--- src/rtl/pht_ctrl_pkg.sv ---
// Shared definitions for the PHT controller: counter encodings, controller
// states and the 2-bit saturating-counter update rule.
package pht_ctrl_pkg;

    localparam logic [1:0] SNT = 2'b00;
    localparam logic [1:0] WNT = 2'b01;
    localparam logic [1:0] WT  = 2'b10;
    localparam logic [1:0] ST  = 2'b11;

    typedef enum logic [2:0] {
        INIT,
        IDLE,
        PRED_RESP,
        UPD_MOD,
        UPD_WR
    } state_t;

    // Saturating step: taken moves toward ST, not-taken toward SNT.
    function automatic logic [1:0] sat_upd(input logic [1:0] cnt, input logic torn);
        logic [1:0] nxt;
        nxt = cnt;
        if (torn) begin
            case (cnt)
                SNT:     nxt = WNT;
                WNT:     nxt = WT;
                default: nxt = ST;
            endcase
        end else begin
            case (cnt)
                ST:      nxt = WT;
                WT:      nxt = WNT;
                default: nxt = SNT;
            endcase
        end
        return nxt;
    endfunction

endpackage

--- src/rtl/pht_upd_fifo.sv ---
// QDEPTH-deep FIFO of pending counter updates {idx, torn}.
module pht_upd_fifo #(
    parameter int IDX_W  = 4,
    parameter int QDEPTH = 2,
    localparam int CW    = $clog2(QDEPTH + 1)
) (
    input  logic             clk,
    input  logic             reset,
    input  logic             push,
    input  logic [IDX_W-1:0] push_idx,
    input  logic             push_torn,
    input  logic             pop,
    output logic [IDX_W-1:0] head_idx,
    output logic             head_torn,
    output logic [CW-1:0]    count,
    output logic             empty
);

    localparam int PW = (QDEPTH > 1) ? $clog2(QDEPTH) : 1;

    logic [IDX_W-1:0] idx_mem  [QDEPTH];
    logic             torn_mem [QDEPTH];
    logic [PW-1:0]    wr_ptr, rd_ptr;
    logic             full, do_push, do_pop;

    function automatic logic [PW-1:0] ptr_inc(input logic [PW-1:0] p);
        return (p == PW'(QDEPTH - 1)) ? '0 : p + 1'b1;
    endfunction

    assign full      = (count == CW'(QDEPTH));
    assign empty     = (count == '0);
    assign do_push   = push && !full;
    assign do_pop    = pop && !empty;
    assign head_idx  = idx_mem[rd_ptr];
    assign head_torn = torn_mem[rd_ptr];

    always_ff @(posedge clk) begin
        if (do_push) begin
            idx_mem[wr_ptr]  <= push_idx;
            torn_mem[wr_ptr] <= push_torn;
        end
    end

    always_ff @(posedge clk) begin
        if (reset) begin
            wr_ptr <= '0;
            rd_ptr <= '0;
            count  <= '0;
        end else begin
            if (do_push) wr_ptr <= ptr_inc(wr_ptr);
            if (do_pop)  rd_ptr <= ptr_inc(rd_ptr);
            case ({do_push, do_pop})
                2'b10:   count <= count + 1'b1;
                2'b01:   count <= count - 1'b1;
                default: count <= count;
            endcase
        end
    end

endmodule

--- src/rtl/pht_ctrl.sv ---
// Arbitrates one single-port PHT between prediction lookups and queued
// saturating-counter updates; sweeps the table to weakly-not-taken after reset.
module pht_ctrl
    import pht_ctrl_pkg::*;
#(
    parameter int IDX_W  = 4,
    parameter int QDEPTH = 2
) (
    input  logic             clk,
    input  logic             reset,
    input  logic             pred_req,
    input  logic [IDX_W-1:0] pred_idx,
    output logic             pred_ack,
    output logic [1:0]       pred_cnt,
    output logic             pred_taken,
    input  logic             upd_req,
    input  logic [IDX_W-1:0] upd_idx,
    input  logic             upd_torn,
    output logic             upd_ready,
    output logic             tbl_en,
    output logic             tbl_we,
    output logic [IDX_W-1:0] tbl_addr,
    output logic [1:0]       tbl_wdata,
    input  logic [1:0]       tbl_rdata,
    output logic             init_done,
    output logic             busy
);

    localparam int CW = $clog2(QDEPTH + 1);

    state_t           state;
    logic [IDX_W-1:0] ptr;
    logic [1:0]       upd_val;
    logic [IDX_W-1:0] head_idx;
    logic             head_torn;
    logic [CW-1:0]    count;
    logic             empty, full, take_pred;

    pht_upd_fifo #(.IDX_W(IDX_W), .QDEPTH(QDEPTH)) u_fifo (
        .clk       (clk),
        .reset     (reset),
        .push      (upd_req && upd_ready),
        .push_idx  (upd_idx),
        .push_torn (upd_torn),
        .pop       (state == UPD_WR),
        .head_idx  (head_idx),
        .head_torn (head_torn),
        .count     (count),
        .empty     (empty)
    );

    // Ready follows the registered count only, so a pop this cycle cannot free a slot.
    assign full       = (count == CW'(QDEPTH));
    assign upd_ready  = init_done && !full;
    assign take_pred  = pred_req && !full;
    assign pred_taken = pred_cnt[1];
    assign busy       = (state != IDLE) || !empty;

    always_ff @(posedge clk) begin
        if (reset) begin
            state     <= INIT;
            ptr       <= '0;
            upd_val   <= SNT;
            pred_ack  <= 1'b0;
            pred_cnt  <= SNT;
            init_done <= 1'b0;
        end else begin
            pred_ack <= 1'b0;
            case (state)
                INIT: begin
                    ptr <= ptr + 1'b1;
                    if (ptr == '1) begin
                        state     <= IDLE;
                        init_done <= 1'b1;
                    end
                end
                IDLE: begin
                    if (take_pred)   state <= PRED_RESP;
                    else if (!empty) state <= UPD_MOD;
                end
                PRED_RESP: begin
                    pred_cnt <= tbl_rdata;
                    pred_ack <= 1'b1;
                    state    <= IDLE;
                end
                UPD_MOD: begin
                    upd_val <= sat_upd(tbl_rdata, head_torn);
                    state   <= UPD_WR;
                end
                UPD_WR:  state <= IDLE;
                default: state <= INIT;
            endcase
        end
    end

    // The arbitration read is issued in the IDLE cycle itself so that rdata is
    // back one cycle later; only the IDLE address mux looks at pred_idx.
    always_comb begin
        tbl_en    = 1'b0;
        tbl_we    = 1'b0;
        tbl_addr  = '0;
        tbl_wdata = SNT;
        case (state)
            INIT: begin
                tbl_en    = 1'b1;
                tbl_we    = 1'b1;
                tbl_addr  = ptr;
                tbl_wdata = WNT;
            end
            IDLE: begin
                if (take_pred) begin
                    tbl_en   = 1'b1;
                    tbl_addr = pred_idx;
                end else if (!empty) begin
                    tbl_en   = 1'b1;
                    tbl_addr = head_idx;
                end
            end
            UPD_WR: begin
                tbl_en    = 1'b1;
                tbl_we    = 1'b1;
                tbl_addr  = head_idx;
                tbl_wdata = upd_val;
            end
            default: ;
        endcase
    end

endmodule
--- config.mk ---
export PLATFORM = sky130hd
export DESIGN_NAME = pht_ctrl
export DESIGN_NICKNAME = d
export VERILOG_FILES = /design/src/rtl/pht_ctrl_pkg.sv /design/src/rtl/pht_upd_fifo.sv /design/src/rtl/pht_ctrl.sv
export SDC_FILE = /design/constraint.sdc
export NUM_CORES = 1
export LEC_CHECK = 0
export ABC_AREA = 1
export BUFFER_PORTS_ARGS = -buffer_cell sky130_fd_sc_hd__buf_2
export CAP_MARGIN = 20
export CORE_ASPECT_RATIO = 1.2
export CORE_MARGIN = 3
export CORE_UTILIZATION = 30
export DETAILED_ROUTE_END_ITERATION = 10
export PLACE_DENSITY_LB_ADDON = 0.12
export SLEW_MARGIN = 40
export SYNTH_ARGS = -nofsm -noshare
export SYNTH_HDL_FRONTEND = slang
export SYNTH_HIERARCHICAL = 1
export SYNTH_SLANG_ARGS = --single-unit
--- constraint.sdc ---
create_clock -name clk -period 2.7 [get_ports clk]
set_input_delay 0.27 -clock clk [delete_from_list [all_inputs] [get_ports clk]]
set_output_delay 0.27 -clock clk [all_outputs]
set_load 0.01 [all_outputs]
==> out/summary.md <==
After routing the design area is 1650 um^2. After detailed routing, the number of vias per cell comes to 4.32. For this run, the number of Yosys warnings is 6. Entering global routing, the biggest net connects 16 pins. The worst register-to-register path has a setup slack of 1.07 ns. The worst endpoint required time was 2.43 ns. The first global-routing pass estimated 4.70 mm of wire.

The worst hold slack was 0.179 ns; the proportion of total power due to net switching was 0.219. The tools report the proportion of synthesized chip area in sequential cells as 0.473. The overall track demand over capacity in global routing was 0.114; the highest net fanout along the worst path was 5. Die span in y: 80.7 um. The tools report the proportion of power drawn by flip-flops and latches as 0.620. The commonest non-fill, non-tap cell in the layout was nand2_1. The length of the first detailed-routing pass in iterations was 4. The core region is 4360 um^2. The number of max-cap violations is 0. The final layout contains 230 nets. The signal on the critical path passes through mux2_2 -> inv_1 -> nor2_1 -> nand2_1 -> nand2_1 -> nand2_1 -> nand3_1 -> buf_2.

In the routed design, unresolved DRC markers number 0. The total clock buffers created by CTS is 3, and the ratio of cells with drive above 1 in the final layout is 0.241. Worst-margin pin slew: 0.416 ns. In this run, distinct cell masters in the synthesized netlist total 24. The kind of cell adding the most delay to the critical path was flip-flops. Derived from the worst setup path, the maximum achievable clock frequency is 542 MHz.

The headroom to the max-slew limit was 0.722; the last weighted congestion value of the routability-driven placer was 0.728. Once placement finished, the instance area stood at 1600 um^2. The detailed router finished its first iteration with 34 violations. STA classifies the critical path startpoint as a register. Compared with the post-synthesis result, the final layout area differs by 17.8%. The tools report the cell-internal power as 561 uW.

In this run the critical register-to-register path is captured at u_fifo/count[1]. The tools report the total global routing overflow as 0. In this run the core area contains 26 standard-cell rows.

TritonCTS built the clock tree. The layer flagged by global routing as most heavily used is met2. Clock tree synthesis selected as its root buffer the cell clkbuf_8. The worst path needs 1.85 ns of the cycle, external delays included. For the final routed database, the setup TNS stands at 0 ns.

The average wire per standard cell was 10.6 um; the total inserted antenna cells was 0. Once detailed placement completed, the half-perimeter wirelength came to 2.33 mm. Maximum number of buffers from clock root to sink: 2. The tools report the clock network fraction of design power as 0.321.

For the maximum level of the CTS H-tree, the log shows 1. The startpoint identified for the worst register-to-register timing path is u_fifo/count[0]. The final layout contains routed wiring with a total length of 2.84 mm. During I/O placement, the number of pins put on the boundary was 30.

In this run the horizontal extent of the chip is 68.3 um. The logs give 0.133 for the met1 demand-to-capacity share in global routing and 0.724 nW for the leakage power. Buffers added to address setup during post-CTS repair amount to 0. Critical path's largest stage delay: 0.45 ns. In the layout the commonest cells are nand2_1 (48), buf_2 (29), nor2_1 (25).

The final cycle utilization of the critical path is 0.684, and the mean instance size in the synthesized netlist is 7.71 um^2. The largest individual stage delay along the critical path comes from the cell dfxtp_1. The element type at the critical path end was a primary output. The number of global-route vias before repair was 1093.

The sum of internal, switching and leakage power is 718 uW. Counting cells, the worst reg-to-reg path comes to 10. The post-synthesis net count is 198. For the combinational share of power, the log shows 0.059. The max-slew violation total from the final report is 0. The run gives 0.320 as the initial cell density of the core.

The met3 capacity usage during global routing is 0.0290. The number of buffers and inverters on the critical path was 2. Setup repair after global routing left no endpoint under its margin. In this run the remaining antenna-violating nets after routing total 0. The tightest min-delay check is of the in -> reg type. In this run, post-CTS repair resized a total of 0 instances. The number of register bits inferred by synthesis works out to 28.

Most prevalent standard cell on the critical path: nand2_1. The number of buffers inserted by port buffering is 29, and the largest vdd supply drop is 0.202 mV. The global routing usage on met2 is 0.196, and the number of cells traversed by the worst hold path is 1.

Buffers inserted to repair hold after CTS numbered 0. For hold timing, the worst endpoint is u_fifo/idx_mem[0][0]. Synthesis produced 181 cells.

The power per cell area was 436 nW/um^2; the hold violation count in the final report was 0. On the final layout, the worst clock skew is 0.00461 ns. The initial antenna violation count was 0. The startpoint-to-endpoint class of the critical path was reg -> out. The number of setup violations in the final report is 0. The run finished with clean final reports. Clock tree synthesis found a total of 28 sinks.

The mapped netlist covers 1400 um^2. The total number of vias is 1157. Worst min-delay path startpoint: upd_idx[0].

The analysis attributes to net switching a power of 157 uW. STA puts the critical path data arrival time at 1.58 ns. At the later pin of the worst-skew pair, clock insertion delay measures 0.27 ns. The die covers 5510 um^2. Clock-pin slew was measured on the worst setup and hold paths at 0.09 ns.
[worst max path at each step]
| stage | from | endpoint | slack, ns | depth (start not counted) |
|---|---|---|---|---|
| after CTS | register | tbl_addr[2] | 0.81 | 8 |
| after global routing | u_fifo/count[1] | tbl_addr[0] | 0.72 | 7 |
| after floorplan | u_fifo/count[0] | u_fifo/count[1] | 1.24 | 10 |
| after detailed placement | u_fifo/count[0] | u_fifo/torn_mem[1] | 1.06 | 5 |
| after global placement | u_fifo/count[0] | u_fifo/idx_mem[0][0] | 1.11 | 5 |
| final | register | tbl_addr[2] | 0.85 | 8 |
[worst reg2reg max path, delay by kind of cell, from the launching register on]
family | cells | cell delay, ns
buffers and inverters | 2 | 0.17
adders and majority gates | 1 | 0.27
DFF | 1 | 0.46
and+or+nand+nor | 7 | 0.67
[cell type report]
| type | count | area, um^2 |
|---|---|---|
| well taps | 56 | 70.1 |
| clock inverters | 1 | 3.75 |
| repair buffers | 29 | 145 |
| inverters | 27 | 101 |
| fillers | 489 | 2710 |
| multi-input cells | 124 | 623 |
| flip-flops and latches | 28 | 661 |
| clock buffers | 3 | 41.3 |
[per-stage QoR]
stage                     instances   util  setup slack, ns
final                           268  0.377            0.855
after global routing            268  0.377            0.719
after CTS                       268  0.377            0.811
after detailed placement        264  0.367             1.06
after global placement          264  0.367             1.11
after floorplan                 181      -             1.24
[flip-flops by register name (all words and copies together) (netlist names), named ones only]
name and count:
pred_ack 1, u_fifo/wr_ptr 1, u_fifo/count 2, state 3, ptr 4, init_done 1
u_fifo/idx_mem 8, u_fifo/torn_mem 2, u_fifo/rd_ptr 1, pred_cnt 2, upd_val 2
[cell usage after synthesis]
library cell / n / area share
nand2_1: 48 / 0.13
nor2_1: 25 / 0.067
inv_1: 23 / 0.062
dfxtp_1: 18 / 0.26
nand3_1: 11 / 0.039
edfxtp_1: 10 / 0.22
a21oi_1: 9 / 0.032
mux2_2: 5 / 0.040
o21ai_0: 5 / 0.018
inv_2: 4 / 0.011
nor2_4: 4 / 0.032
o21ai_1: 3 / 0.011
and3_1: 2 / 0.0090
ha_1: 2 / 0.018
nand2_2: 2 / 0.0090
nand4_1: 2 / 0.0090
and2_1: 1 / 0.0045
buf_1: 1 / 0.0027
buf_4: 1 / 0.0054
nand2_4: 1 / 0.0081
nand3_2: 1 / 0.0072
nor2_2: 1 / 0.0045
nor3_1: 1 / 0.0036
or2_2: 1 / 0.0045
[metal layers]
layer	share of wire	wire [um]	up-vias
met5	0	0	-
met4	0.015	44	0
met3	0.051	144	5
met2	0.47	1350	24
met1	0.46	1300	495
li1	-	-	633
[power by group through the flow]
stage	Clock, mW	Sequential, mW	Combinational, mW
finish	0.230	0.445	0.0426
detailed placement	0	0.455	0.0435
global placement	0	0.455	0.0439
floorplan	0	0.454	0.0230
global route	0.267	0.446	0.0490
CTS	0.244	0.445	0.0439
[cells by family (layout without fill, tap and decap cells)]
group,Yosys count,after routing,synth area share
fa+ha+maj,2,2,0.0179
compound gates,17,17,0.0609
buf+inv,29,60,0.0806
mux,5,5,0.0403
flops,28,28,0.473
simple gates,100,100,0.327
(Power assumes the default switching activity.)
